==> src/rtl/gfe_tx_serdes_pkg.sv <==
`default_nettype none
// +----------------------------------------------------------------------+
// | gfe_tx_serdes_pkg : shared codes, FSM encodings and word type for    |
// |                     the XGMII-like to GMII/MII transmit serializer   |
// | Revision: 1.0                                                        |
// +----------------------------------------------------------------------+
package gfe_tx_serdes_pkg;

  localparam logic [7:0] c_START     = 8'hFB;
  localparam logic [7:0] c_TERMINATE = 8'hFD;
  localparam logic [7:0] c_ERROR     = 8'hFE;
  localparam logic [7:0] c_IDLE      = 8'h07;
  localparam logic [7:0] c_PREAMBLE  = 8'h55;
  localparam logic [7:0] c_SFD       = 8'hD5;

  localparam logic [1:0] c_ST_IDLE  = 2'd0;
  localparam logic [1:0] c_ST_FRAME = 2'd1;
  localparam logic [1:0] c_ST_ABORT = 2'd2;

  typedef struct packed {
    logic [7:0]  c;
    logic [63:0] d;
  } xword_t;

  function automatic logic [7:0] lane_byte(input logic [63:0] w, input logic [2:0] k);
    return w[{k, 3'b000} +: 8];
  endfunction

endpackage
`default_nettype wire

==> src/rtl/gfe_tx_serdes_word_fifo.sv <==
`default_nettype none
// +----------------------------------------------------------------------+
// | gfe_word_fifo : synchronous 72-bit word FIFO, power-of-two depth     |
// | Revision: 1.0                                                        |
// +----------------------------------------------------------------------+
module gfe_word_fifo #(
  parameter int FIFO_DEPTH = 2
) (
  input  logic                          clk,
  input  logic                          rst,
  input  logic                          push_i,
  input  logic                          pop_i,
  input  logic [71:0]                   data_i,
  output logic [71:0]                   data_o,
  output logic                          full_o,
  output logic                          empty_o,
  output logic [$clog2(FIFO_DEPTH):0]   count_o
);

  localparam int AW = $clog2(FIFO_DEPTH);

  logic [71:0]   mem_q [FIFO_DEPTH];
  logic [AW-1:0] wr_q;
  logic [AW-1:0] rd_q;
  logic [AW:0]   cnt_q;
  logic          w_push;
  logic          w_pop;

  assign full_o  = (cnt_q == (AW+1)'(FIFO_DEPTH));
  assign empty_o = (cnt_q == '0);
  assign count_o = cnt_q;
  assign data_o  = mem_q[rd_q];
  assign w_push  = push_i & ~full_o;
  assign w_pop   = pop_i & ~empty_o;

  always_ff @(posedge clk or posedge rst) begin
    if (rst) begin
      wr_q  <= '0;
      rd_q  <= '0;
      cnt_q <= '0;
    end else begin
      if (w_push) wr_q <= wr_q + 1'b1;
      if (w_pop)  rd_q <= rd_q + 1'b1;
      cnt_q <= cnt_q + (AW+1)'(w_push) - (AW+1)'(w_pop);
    end
  end

  // Storage carries no reset; the pointers alone define validity.
  always_ff @(posedge clk) begin
    if (w_push) mem_q[wr_q] <= data_i;
  end

endmodule
`default_nettype wire

==> src/rtl/gfe_tx_serdes.sv <==
`default_nettype none
// +----------------------------------------------------------------------+
// | gfe_tx_serdes : 64-bit XGMII-like words to octet en/er/d stream.     |
// | Optional macro GFE_TX_ERR_CNT_EN enables the saturating err counter. |
// | Revision: 1.0                                                        |
// +----------------------------------------------------------------------+
module gfe_tx_serdes
  import gfe_tx_serdes_pkg::*;
#(
  parameter int FIFO_DEPTH = 2
) (
  input  logic        clk,
  input  logic        rst,
  input  logic        octet_en_i,
  input  logic [63:0] xd_i,
  input  logic [7:0]  xc_i,
  input  logic        xvalid_i,
  output logic        xready_o,
  output logic        en_o,
  output logic        er_o,
  output logic [7:0]  d_o,
  output logic [15:0] err_cnt_o
);

  localparam int CW = $clog2(FIFO_DEPTH) + 1;

  xword_t          w_head;
  logic            w_full;
  logic            w_empty;
  logic [CW-1:0]   w_count;
  logic [CW-1:0]   w_cnt_nxt;
  logic            w_push;
  logic            w_pop;
  logic            w_lane0;
  logic            w_have;
  logic            w_ctl;
  logic [7:0]      w_byte;
  logic            w_err_evt;

  logic            xready_q;
  logic [2:0]      lane_q,     lane_d;
  logic [1:0]      state_q,    state_d;
  xword_t          word_q,     word_d;
  logic            word_vld_q, word_vld_d;
  logic            en_q,       en_d;
  logic            er_q,       er_d;
  logic [7:0]      d_q,        d_d;

  assign w_lane0   = (lane_q == 3'd0);
  assign w_push    = xvalid_i & xready_q & ~w_full;
  assign w_pop     = octet_en_i & w_lane0 & ~w_empty;
  assign w_cnt_nxt = w_count + CW'(w_push) - CW'(w_pop);

  gfe_word_fifo #(.FIFO_DEPTH(FIFO_DEPTH)) u_fifo (
    .clk     (clk),
    .rst     (rst),
    .push_i  (w_push),
    .pop_i   (w_pop),
    .data_i  ({xc_i, xd_i}),
    .data_o  (w_head),
    .full_o  (w_full),
    .empty_o (w_empty),
    .count_o (w_count)
  );

  // Lane 0 is taken straight from the FIFO head in the slot that pops it.
  always_comb begin
    if (w_lane0) begin
      w_have = ~w_empty;
      w_byte = lane_byte(w_head.d, 3'd0);
      w_ctl  = w_head.c[0];
    end else begin
      w_have = word_vld_q;
      w_byte = lane_byte(word_q.d, lane_q);
      w_ctl  = word_q.c[lane_q];
    end
  end

  always_comb begin
    lane_d     = lane_q;
    state_d    = state_q;
    word_d     = word_q;
    word_vld_d = word_vld_q;
    en_d       = en_q;
    er_d       = er_q;
    d_d        = d_q;
    w_err_evt  = 1'b0;
    if (octet_en_i) begin
      lane_d = lane_q + 3'd1;
      en_d   = 1'b0;
      er_d   = 1'b0;
      d_d    = 8'h00;
      if (w_lane0) begin
        word_vld_d = ~w_empty;
        word_d     = w_head;
      end
      case (state_q)
        c_ST_IDLE: begin
          if (w_have && w_ctl && (w_byte == c_START)) begin
            if (w_lane0) begin
              en_d    = 1'b1;
              d_d     = c_PREAMBLE;
              state_d = c_ST_FRAME;
            end else begin
              w_err_evt = 1'b1;
            end
          end
        end
        c_ST_FRAME: begin
          if (!w_have) begin
            if (w_lane0) begin
              en_d      = 1'b1;
              er_d      = 1'b1;
              w_err_evt = 1'b1;
              state_d   = c_ST_ABORT;
            end
          end else if (!w_ctl) begin
            en_d = 1'b1;
            d_d  = w_byte;
          end else if (w_byte == c_ERROR) begin
            en_d = 1'b1;
            er_d = 1'b1;
            d_d  = c_ERROR;
          end else if (w_byte == c_TERMINATE) begin
            state_d    = c_ST_IDLE;
            word_vld_d = 1'b0;
          end else begin
            en_d      = 1'b1;
            er_d      = 1'b1;
            d_d       = w_byte;
            w_err_evt = 1'b1;
          end
        end
        c_ST_ABORT: begin
          if (w_have && w_ctl && (w_byte == c_TERMINATE)) begin
            state_d    = c_ST_IDLE;
            word_vld_d = 1'b0;
          end
        end
        default: state_d = c_ST_IDLE;
      endcase
    end
  end

  always_ff @(posedge clk or posedge rst) begin
    if (rst) begin
      xready_q   <= 1'b0;
      lane_q     <= 3'd0;
      state_q    <= c_ST_IDLE;
      word_q     <= '0;
      word_vld_q <= 1'b0;
      en_q       <= 1'b0;
      er_q       <= 1'b0;
      d_q        <= 8'h00;
    end else begin
      xready_q   <= (w_cnt_nxt < CW'(FIFO_DEPTH));
      lane_q     <= lane_d;
      state_q    <= state_d;
      word_q     <= word_d;
      word_vld_q <= word_vld_d;
      en_q       <= en_d;
      er_q       <= er_d;
      d_q        <= d_d;
    end
  end

  assign xready_o = xready_q;
  assign en_o     = en_q;
  assign er_o     = er_q;
  assign d_o      = d_q;

`ifdef GFE_TX_ERR_CNT_EN
  logic [15:0] err_cnt_q;

  always_ff @(posedge clk or posedge rst) begin
    if (rst) begin
      err_cnt_q <= 16'h0000;
    end else if (w_err_evt && (err_cnt_q != 16'hFFFF)) begin
      err_cnt_q <= err_cnt_q + 16'd1;
    end
  end

  assign err_cnt_o = err_cnt_q;
`else
  logic w_unused_err_evt;
  assign w_unused_err_evt = w_err_evt;
  assign err_cnt_o        = 16'h0000;
`endif

endmodule
`default_nettype wire

==> config.mk <==
export PLATFORM = sky130hd
export DESIGN_NAME = gfe_tx_serdes
export DESIGN_NICKNAME = d
export VERILOG_FILES = /design/src/rtl/gfe_tx_serdes_pkg.sv /design/src/rtl/gfe_tx_serdes_word_fifo.sv /design/src/rtl/gfe_tx_serdes.sv
export SDC_FILE = /design/constraint.sdc
export NUM_CORES = 1
export LEC_CHECK = 0
export CELL_PAD_IN_SITES_DETAIL_PLACEMENT = 1
export CELL_PAD_IN_SITES_GLOBAL_PLACEMENT = 2
export CORE_MARGIN = 3
export CORE_UTILIZATION = 40
export DETAILED_ROUTE_END_ITERATION = 6
export PLACE_DENSITY_LB_ADDON = 0.05
export SLEW_MARGIN = 20
export SYNTH_ARGS = -nofsm -noshare
export SYNTH_HDL_FRONTEND = slang
export SYNTH_SLANG_ARGS = --single-unit
==> constraint.sdc <==
create_clock -name clk -period 6 [get_ports clk]
set_clock_uncertainty 0.15 [all_clocks]
set_input_delay 1.2 -clock clk [delete_from_list [all_inputs] [get_ports clk]]
set_output_delay 1.2 -clock clk [all_outputs]
set_load 0.01 [all_outputs]
==> summary.md, run 1 <==
| Metric | Value |
|---|---|
| Status | finished, final reports clean |
| P_sw | between 1500 and 2000 µW |
| Crit Reg-Reg Startpoint | lane_q[0] |
| Critical path buffer and inverter count | 2 |
| Total Power | 5667 µW |
| Synthesized cell area | 9599 µm² |
| Distinct cells, synth | 59 |
| Synth Area per Inst | 14.70 µm² |
| Top cells by count, synth | 144 x edfxtp_1, 93 x dfrtp_1, 89 x mux2i_1, 82 x nand2_1, 73 x o21ai_0 |
| Placed cell area | 10670 µm² |
| Worst reg2reg path depth | 10 |
| Sequential power share | 44.1% |
| Final hold vios | 0 |
| Worst-Skew Late Latency | 0.53 ns |
| Detailed Place HPWL | 13390 µm |
| Post-layout instance area | 11540 µm² |
| CTS clk-pin slew, worst paths | ~0.060 ns |
| # IOs | ~100 |
| First-pass GRT wire length | 32900 µm |
| Internal | 3837 µW |
| WP data required | around 6.3 ns |
| Pleak | roughly 0.0045 µW |
| Die area | 25890 µm² |
| Combinational power share | roughly 28% |
| Iteration count of the initial detailed-routing pass | 4 |
| Layout cells sized above 1 | 9.750% |
| GRT Overall Usage | 16.12% |
| Critical path launch point type | flop |
| Net switching fraction of the power | 32.29% |
| Worst setup path end | d_o[4] |
| Initial core utilization | 40.77% |
| Vias per inst | between 4 and 5 |
| CP max-delay cell | or3b_1 |
| Fillers | 2341 |
| Cell area power density | 490.9 nW/µm² |
| Post-synth EDFFs | about 140 |
| Resize count post-CTS | 0 |
| Critical path type | reg -> reg |
| Peak Freq | 275.6 MHz |
| Number of max-cap violations | 0 |
| Root Driver | clkbuf_16 |
| Min cycle time layout | around 3.6 ns |
| Critical path peak fanout | 30 |
| Count leader, synth | edfxtp_1 |
| DRC violations left | 0 |
| Min Hold Slack | around 0.33 ns |
| DP Worst Slack | 1.956 ns |
| Final period util | between 60% and 70% |
| H-tree depth | 1 |
| Vias | 5352 |
| Buffers on Ports | 86 |
| Max clock buf depth | 3 |
| Sum of negative setup slack | 0 ns |
| Largest cells by area after synthesis | edfxtp_1 45%, dfrtp_1 24%, mux2i_1 9.3% |
| Final nets | slightly above 800 |
| Max VDD drop | about 0.25 mV |
| Crit path max-delay family | simple AND/OR/NAND/NOR gates |
| CP startpoint | lane_q[0] |
| Crit Reg-Reg Endpoint | d_o[4] |
| Biggest area consumer among synthesized cells | edfxtp_1 |
| Sequential fraction of the synthesis area | 69.29% |
| Clock share of power | 27.9% |
| CTS tree | built |
| # diodes | 0 |
| Vias in the first global route | 5842 |
| P&R area growth vs syn | 20.26% |
| Worst setup margin | 2.372 ns |
| Worst-Margin Slew | 0.7801 ns |
| Top FF cell, synth | edfxtp_1 |
| CP Capture Type | flop |
| FF+latch area | 6655 µm² |
| Initial drt markers | 269 |
| Chip width | around 160 µm |
| Asr flop ratio synth | 39.24% |
| Slew headroom | a little under half |
| GRT overflow | 0 |
| Std-Cell Rows | 56 |
| Avg WL per Cell | 19.06 µm |
| Routability cong. | 0.7515 |
| Synthesis-stage register bit count | 237 |
| RSZ-0062 raised after global routing | no |
| Hold Crit Class | reg -> reg |
| Crit path arrival time | just under 4 ns |
| CTS sink cnt | 237 |
| Max Slew Vio Count | 0 |
| Cells after synthesis | 653 |
| CP Cell Sequence | buf_4 > inv_1 > ha_1 > or3b_1 > o22ai_2 > a2bb2o_4 > or4_4 > nor4_4 > o21ai_1 > nand3_1 |
| Reg-to-reg setup timing slack | 2.37 ns |
| Final wirelength | 20550 µm |
| Antenna-violating nets left | 0 |
| Largest net degree at the start of global routing | 75 |
| Finish-stage setup viols | 0 |
| Ys Warns | 0 |
| Postcts setup bufs | 0 |
| Largest stage delay on the critical path | roughly 0.54 ns |
| Footprint of the multi-input gates | 2670 µm² |
| CTS Hold Bufs | 0 |
| Top-area cell type share of the netlist area | 45.05% |
| Critical Path Stages | 10 |
| Die Y | 160.9 µm |
| Core region area | 23540 µm² |
| Initial antenna violation count | 0 |
| Num CTS Buffers | 26 |
## worst min-delay path by stage
| stage | start | endpoint | slack (ns) | cells after the start |
|---|---|---|---|---|
| 2_1_floorplan | word_q[45] | word_q[45] | 0.29 | 2 |
| 3_3_place_gp | word_q[50] | word_q[50] | 0.31 | 2 |
| 3_5_place_dp | word_q[50] | word_q[50] | 0.32 | 2 |
| 4_1_cts | word_q[50] | word_q[50] | 0.33 | 2 |
| 5_1_grt | word_q[26] | word_q[26] | 0.36 | 2 |
| 6_report | word_q[50] | word_q[50] | 0.33 | 2 |
## power groups by stage
stage | logic [µW] | clock network [µW] | registers, µW
after global routing | 1780 | 1700 | 2560
after CTS | 1620 | 1630 | 2510
after floorplan | 1240 | 0 | 2380
after detailed placement | 1610 | 0 | 2540
final | 1590 | 1580 | 2500
after global placement | 1570 | 0 | 2530
## registers in the layout, indices dropped and copies added (netlist names), 2 cells and up
register and count:
u_fifo.count_o 2, word_q 72, d_o 8, u_fifo.mem_q 144, lane_q 3, state_q 2
## area by class of cell
class | instances | share of cell area [%]
Tap cell | 319 | 3.458
Sequential cell | 237 | 57.65
Multi-Input combinational cell | 369 | 23.13
Inverter | 13 | 0.4336
Timing Repair Buffer | 92 | 7.988
Clock buffer | 42 | 6.330
Clock inverter | 6 | 1.008
## layout by cell type, fill, tap and decap left out, types with 2 or more instances in the layout
| master | netlist | final |
|---|---|---|
| o21ai_0 | 73 | 73 |
| dfrtp_1 | 93 | 92 |
| a211oi_2 | 3 | 3 |
| clkbuf_16 | 0 | 26 |
| a2bb2oi_1 | 2 | 2 |
| clkdlybuf4s50_1 | 0 | 86 |
| edfxtp_1 | 144 | 144 |
| buf_4 | 19 | 4 |
| or3_1 | 2 | 2 |
| nand3_1 | 3 | 3 |
| nand2b_1 | 2 | 2 |
| a21oi_1 | 4 | 4 |
| o2bb2ai_1 | 6 | 6 |
| o21ai_1 | 2 | 2 |
| mux2_2 | 6 | 6 |
| conb_1 | 1 | 16 |
| inv_1 | 13 | 12 |
| clkinv_2 | 0 | 3 |
| xnor2_1 | 5 | 5 |
| ha_1 | 8 | 8 |
| o22ai_1 | 7 | 7 |
| mux4_2 | 8 | 8 |
| bufinv_16 | 0 | 3 |
| o22ai_2 | 2 | 2 |
| mux2i_1 | 89 | 89 |
| xor2_1 | 3 | 3 |
| nand2_1 | 82 | 81 |
| clkbuf_1 | 15 | 14 |
| nor2_1 | 16 | 15 |
| o211ai_1 | 2 | 2 |
| clkbuf_8 | 1 | 2 |
## cells by family after synthesis
family / count (synthesis) / share of synthesized area (%)
compound gates: 115 / 7.482
xor+xnor: 8 / 0.7300
fa+ha+maj: 8 / 1.043
buf+inv: 62 / 3.663
flops: 237 / 69.29
mux: 105 / 12.28
other cells: 1 / 0.03907
simple gates: 117 / 5.475
## tightest hold or removal path, stage by stage, from the launching register on
cell,delay [ns]
dfrtp_1,0.34
nand2_1,0.05
o21ai_0,0.06
## through the flow
step | util (%) | std cells
after floorplan | - | 668
after global placement | 45.33 | 1029
after detailed placement | 45.33 | 1029
after CTS | 48.93 | 1077
after global routing | 49.03 | 1078
final | 49.03 | 1078
## per-layer routing
layer  vias up  GRT usage (%)  routed length, µm
met5         -              0                  0
met4         0          3.950                498
met3        33          2.605                688
met2       104          26.57               9823
li1       2543              -                  -
met1      2672          22.60               9542
No activity file was read; power rests on OpenSTA's default activity.
==> run 2: changes to the inputs <==
CORE_UTILIZATION = 36   (was 40)
clock period = 3 ns   (was 6 ns; I/O delays follow)
==> summary.md, run 2 (synthesized netlist as in run 1, its figures left out) <==
| Metric | Value |
|---|---|
| Max Slew Vio Count | 0 |
| Slew headroom | 56.81% |
| Cell area power density | 1013 nW/µm² |
| Initial antenna violation count | 0 |
| Routability cong. | 0.8086 |
| Number of max-cap violations | 0 |
| Antenna-violating nets left | 0 |
| Chip width | 169.3 µm |
| Peak Freq | roughly 350 MHz |
| Initial core utilization | a little under two fifths |
| Initial drt markers | about 240 |
| Wl on met1 | 10260 µm |
| Worst setup margin | 0.1079 ns |
| Max clock buf depth | 3 |
| GRT Overall Usage | 14.97% |
| Sum of negative setup slack | 0 ns |
| Max VDD drop | 0.4091 mV |
| Vias per inst | 4.917 |
| CTS clk-pin slew, worst paths | 0.06 ns |
| Fin cells | 1109 |
| CTS Hold Bufs | 0 |
| DRC violations left | 0 |
| Worst-Margin Slew | around 0.65 ns |
| Std-Cell Rows | 59 |
| Min Hold Slack | 0.3323 ns |
| Critical path launch point type | flop |
| Core region area | 26130 µm² |
| Final nets | 838 |
| Die Y | 169.3 µm |
| RSZ-0062 raised after global routing | no |
| CP Capture Type | flop |
| Worst reg2reg path depth | 9 |
| Commonest non-fill, non-tap cell in the layout | edfxtp_1 |
| Critical Path Stages | 9 |
| Die area | 28660 µm² |
| CP max-delay cell | or4_4 |
| Buffers on Ports | 86 |
| Worst-Skew Late Latency | 0.53 ns |
| Final hold vios | 0 |
| Final period util | around 96% |
| Fillers | 2616 |
| P&R area growth vs syn | 24.64% |
| Finish-stage setup viols | 0 |
| Hold Crit Class | reg -> reg |
| Max Used Layer | met4 |
| Postcts setup bufs | 0 |
| Iteration count of the initial detailed-routing pass | 4 |
| Vias in the first global route | between 5000 and 6000 |
| Largest stage delay on the critical path | between 0.5 and 0.6 ns |
| First-pass GRT wire length | about 34000 µm |
| Crit path max-delay family | simple AND/OR/NAND/NOR gates |
| # IOs | 103 |
| Root Driver | clkbuf_16 |
| GRT overflow | 0 |
| Resize count post-CTS | 0 |
| Largest net degree at the start of global routing | 142 |
| DP Worst Slack | 0.03726 ns |
| H-tree depth | 1 |
| # diodes | 0 |
| CP Cell Sequence | inv_4 > ha_4 > or3b_4 > o22a_1 > a2bb2o_4 > or4_4 > nor3_2 > o211ai_1 > mux2i_1 |
| Most frequent cells in the layout | 144 x edfxtp_1, 92 x dfrtp_1, 89 x mux2i_1 |
| CP startpoint | lane_q[0] |
| WL met3 | approximately 950 µm |
| Pleak | 0.004741 µW |
| CTS tree | built |
| Max FFs per register | 144 |
| Layout cells sized above 1 | between 10 and 15% |
| Final wirelength | 21330 µm |
| Critical path peak fanout | 9 |
| Num CTS Buffers | 26 |
| Util after Layout | 45.78% |
| Crit path arrival time | 3.14 ns |
| Critical path type | reg -> reg |
| Vias | roughly 5500 |
| Crit Reg-Reg Endpoint | state_q[1] |
| Routed wl met2 | 9810 µm |
| DP Cell Count | 1061 |
| Worst setup path end | state_q[1] |
| Crit Reg-Reg Startpoint | lane_q[0] |
| WP data required | 3.25 ns |
| CTS sink cnt | 237 |
| Detailed Place HPWL | 14820 µm |
| Min cycle time layout | roughly 2.9 ns |
| Top reg by flops | u_fifo.mem_q |
| Critical path buffer and inverter count | 1 |
| Reg-to-reg setup timing slack | ~0.11 ns |
| Avg WL per Cell | 19.24 µm |
| Status | finished, final reports clean |
-- run 2: final cells by class --
class / count / area, µm² / area share [%]
clock inverter: 16 / 290.3 / 2.426
multi-input combinational: 369 / 2725 / 22.78
inverter: 13 / 55.05 / 0.4602
clock buffer: 32 / 713.2 / 5.961
timing repair buffer: 107 / 1106 / 9.245
sequential: 237 / 6655 / 55.63
tap: 335 / 419.2 / 3.503
-- run 2: worst min-delay path by stage --
stage / start / end / cells after the start
2_1_floorplan: word_q[45] / word_q[45] / 2
3_3_place_gp: word_q[27] / word_q[27] / 2
3_5_place_dp: word_q[30] / word_q[30] / 2
4_1_cts: word_q[30] / word_q[30] / 2
5_1_grt: word_q[27] / word_q[27] / 2
6_report: word_q[30] / word_q[30] / 2
-- run 2: where the power goes --
| group | switching (µW) | leakage [µW] | internal (µW) | total (µW) |
|---|---|---|---|---|
| sequential | 515 | 0.00249 | 4420 | 4930 |
| combinational | 2010 | 0.00175 | 1510 | 3530 |
| clock | 1280 | 0.000497 | 2370 | 3650 |
-- run 2: stage by stage --
step                area (µm²)  power (µW)
floorplan                 9702        7277
global placement         10930        8415
detailed placement       10930        8544
CTS                      11930       12250
global route             11960       12860
finish                   11960       12120
-- run 2: tightest hold or removal path: cells and delay by family (launching register included) --
family	cells	cell delay [ns]
flip-flops	1	0.34
AO/OA/AOI/OAI	1	0.06
AND/OR/NAND/NOR	1	0.05
-- run 2: routing by layer --
layer  GRT usage [%]  up-vias
met5               0        -
met4           3.058        0
met3           2.492       34
met2           23.65      113
met1           22.05     2738
li1                -     2568
==> run 3: changes to the inputs <==
MAX_ROUTING_LAYER = met4   (was default)
==> summary.md, run 3 (synthesized netlist as in run 1, its figures left out) <==
| Metric | Value |
|---|---|
| Reg-to-reg setup timing slack | 0.11 ns |
| Slew headroom | 57.12% |
| Min Hold Slack | 0.3329 ns |
| CTS tree | built |
| Min cycle time layout | 2.895 ns |
| Top reg by flops | u_fifo.mem_q |
| # diodes | 0 |
| Crit path arrival time | 3.14 ns |
| Initial antenna violation count | 0 |
| Antenna-violating nets left | 0 |
| Layout cells sized above 1 | 13.70% |
| Num CTS Buffers | 26 |
| Peak Freq | 345.4 MHz |
| Resize count post-CTS | 0 |
| Worst-Skew Late Latency | 0.53 ns |
| Critical path peak fanout | 9 |
| Worst setup path end | state_q[1] |
| P&R area growth vs syn | 24.64% |
| Hold Crit Class | reg -> reg |
| Final nets | 838 |
| Pleak | 0.004741 µW |
| Footprint of the multi-input gates | 2725 µm² |
| Max clock buf depth | 3 |
| HP Start | word_q[30] |
| Critical path launch point type | flop |
| Largest net degree at the start of global routing | 142 |
| Root Driver | clkbuf_16 |
| Chip width | around 170 µm |
| Std-Cell Rows | 59 |
| Placed cell area | 10930 µm² |
| Number of max-cap violations | 0 |
| Cell area power density | 1012 nW/µm² |
| First-pass GRT wire length | 33690 µm |
| Status | finished, final reports clean |
| # IOs | 103 |
| Postcts setup bufs | 0 |
| DP Cell Count | 1061 |
| GRT overflow | 0 |
| CP Capture Type | flop |
| Vias per inst | 4.909 |
| DP Worst Slack | 0.03726 ns |
| WP data required | 3.25 ns |
| Fillers | 2616 |
| Final hold vios | 0 |
| Final period util | 96.50% |
| GRT Overall Usage | 15.44% |
| Fin cells | 1109 |
| CP startpoint | lane_q[0] |
| Avg WL per Cell | approximately 19 µm |
| Max VDD drop | ~0.4 mV |
| Die area | 28660 µm² |
| Commonest non-fill, non-tap cell in the layout | edfxtp_1 |
| Most frequent cells in the layout | 144 x edfxtp_1, 92 x dfrtp_1, 89 x mux2i_1 |
| CTS sink cnt | between 200 and 250 |
| Vias in the first global route | between 5000 and 6000 |
| Worst-Margin Slew | ~0.64 ns |
| CTS clk-pin slew, worst paths | 0.06 ns |
| Die Y | 169.3 µm |
| Critical path type | reg -> reg |
| Max FFs per register | 144 |
| Crit Reg-Reg Startpoint | lane_q[0] |
| H-tree depth | 1 |
| Sum of negative setup slack | 0 ns |
| Worst setup margin | 0.1050 ns |
| Detailed Place HPWL | 14820 µm |
| RSZ-0062 raised after global routing | no |
| Max Slew Vio Count | 0 |
| Buffers on Ports | 86 |
| Core region area | 26130 µm² |
| CTS Hold Bufs | 0 |
| DRC violations left | 0 |
| Vias | 5444 |
| Initial drt markers | 223 |
| FF+latch area | roughly 6700 µm² |
| Crit Reg-Reg Endpoint | state_q[1] |
| Final wirelength | ~21000 µm |
| Initial core utilization | 36.73% |
| Iteration count of the initial detailed-routing pass | 4 |
| Post-layout instance area | around 12000 µm² |
| Worst reg2reg path depth | 9 |
| Routability cong. | 0.8205 |
| Finish-stage setup viols | 0 |
[run 3: cell counts in the layout (fill, tap and decap cells not counted)]
No cell type changed its count.
[run 3: per-layer routing]
layer / routed length [µm] / vias to the layer above / share of wire (%) / global-route usage, %
met5: 0 / - / 0 / -
met4: 306 / 0 / 1.4 / 3.058
met3: 854 / 32 / 4.0 / 2.446
met2: 9830 / 107 / 46 / 23.56
met1: 10400 / 2735 / 49 / 22.20
li1: - / 2570 / - / -
[run 3: per-stage QoR]
stage	total power [µW]	util [%]
after global routing	12860	45.78
after floorplan	7277	-
final	12110	45.78
after CTS	12250	45.65
after detailed placement	8544	41.81
after global placement	8415	41.81
[run 3: critical path, cell delays in order (launching register included)]
cell	delay, ns
dfrtp_1	0.44
inv_4	0.05
ha_4	0.16
or3b_4	0.46
o22a_1	0.24
a2bb2o_4	0.24
or4_4	0.57
nor3_2	0.18
o211ai_1	0.14
mux2i_1	0.13
[run 3: worst min path at each step]
stage	slack, ns	cells past startpoint	endpoint
final	0.33	2	word_q[30]
after global routing	0.37	2	word_q[27]
after global placement	0.31	2	word_q[27]
after CTS	0.34	2	word_q[30]
after floorplan	0.29	2	word_q[45]
after detailed placement	0.32	2	word_q[30]
[run 3: cell type report]
type,instances,area share [%]
Sequential cell,237,55.63
Multi-Input combinational cell,369,22.78
Timing Repair Buffer,107,9.245
Clock buffer,32,5.961
Tap cell,335,3.503
Clock inverter,16,2.426
Inverter,13,0.4602
[run 3: power breakdown]
group / internal (µW) / switching, µW
combinational: 1510 / 2020
sequential: 4420 / 520
clock: 2370 / 1270
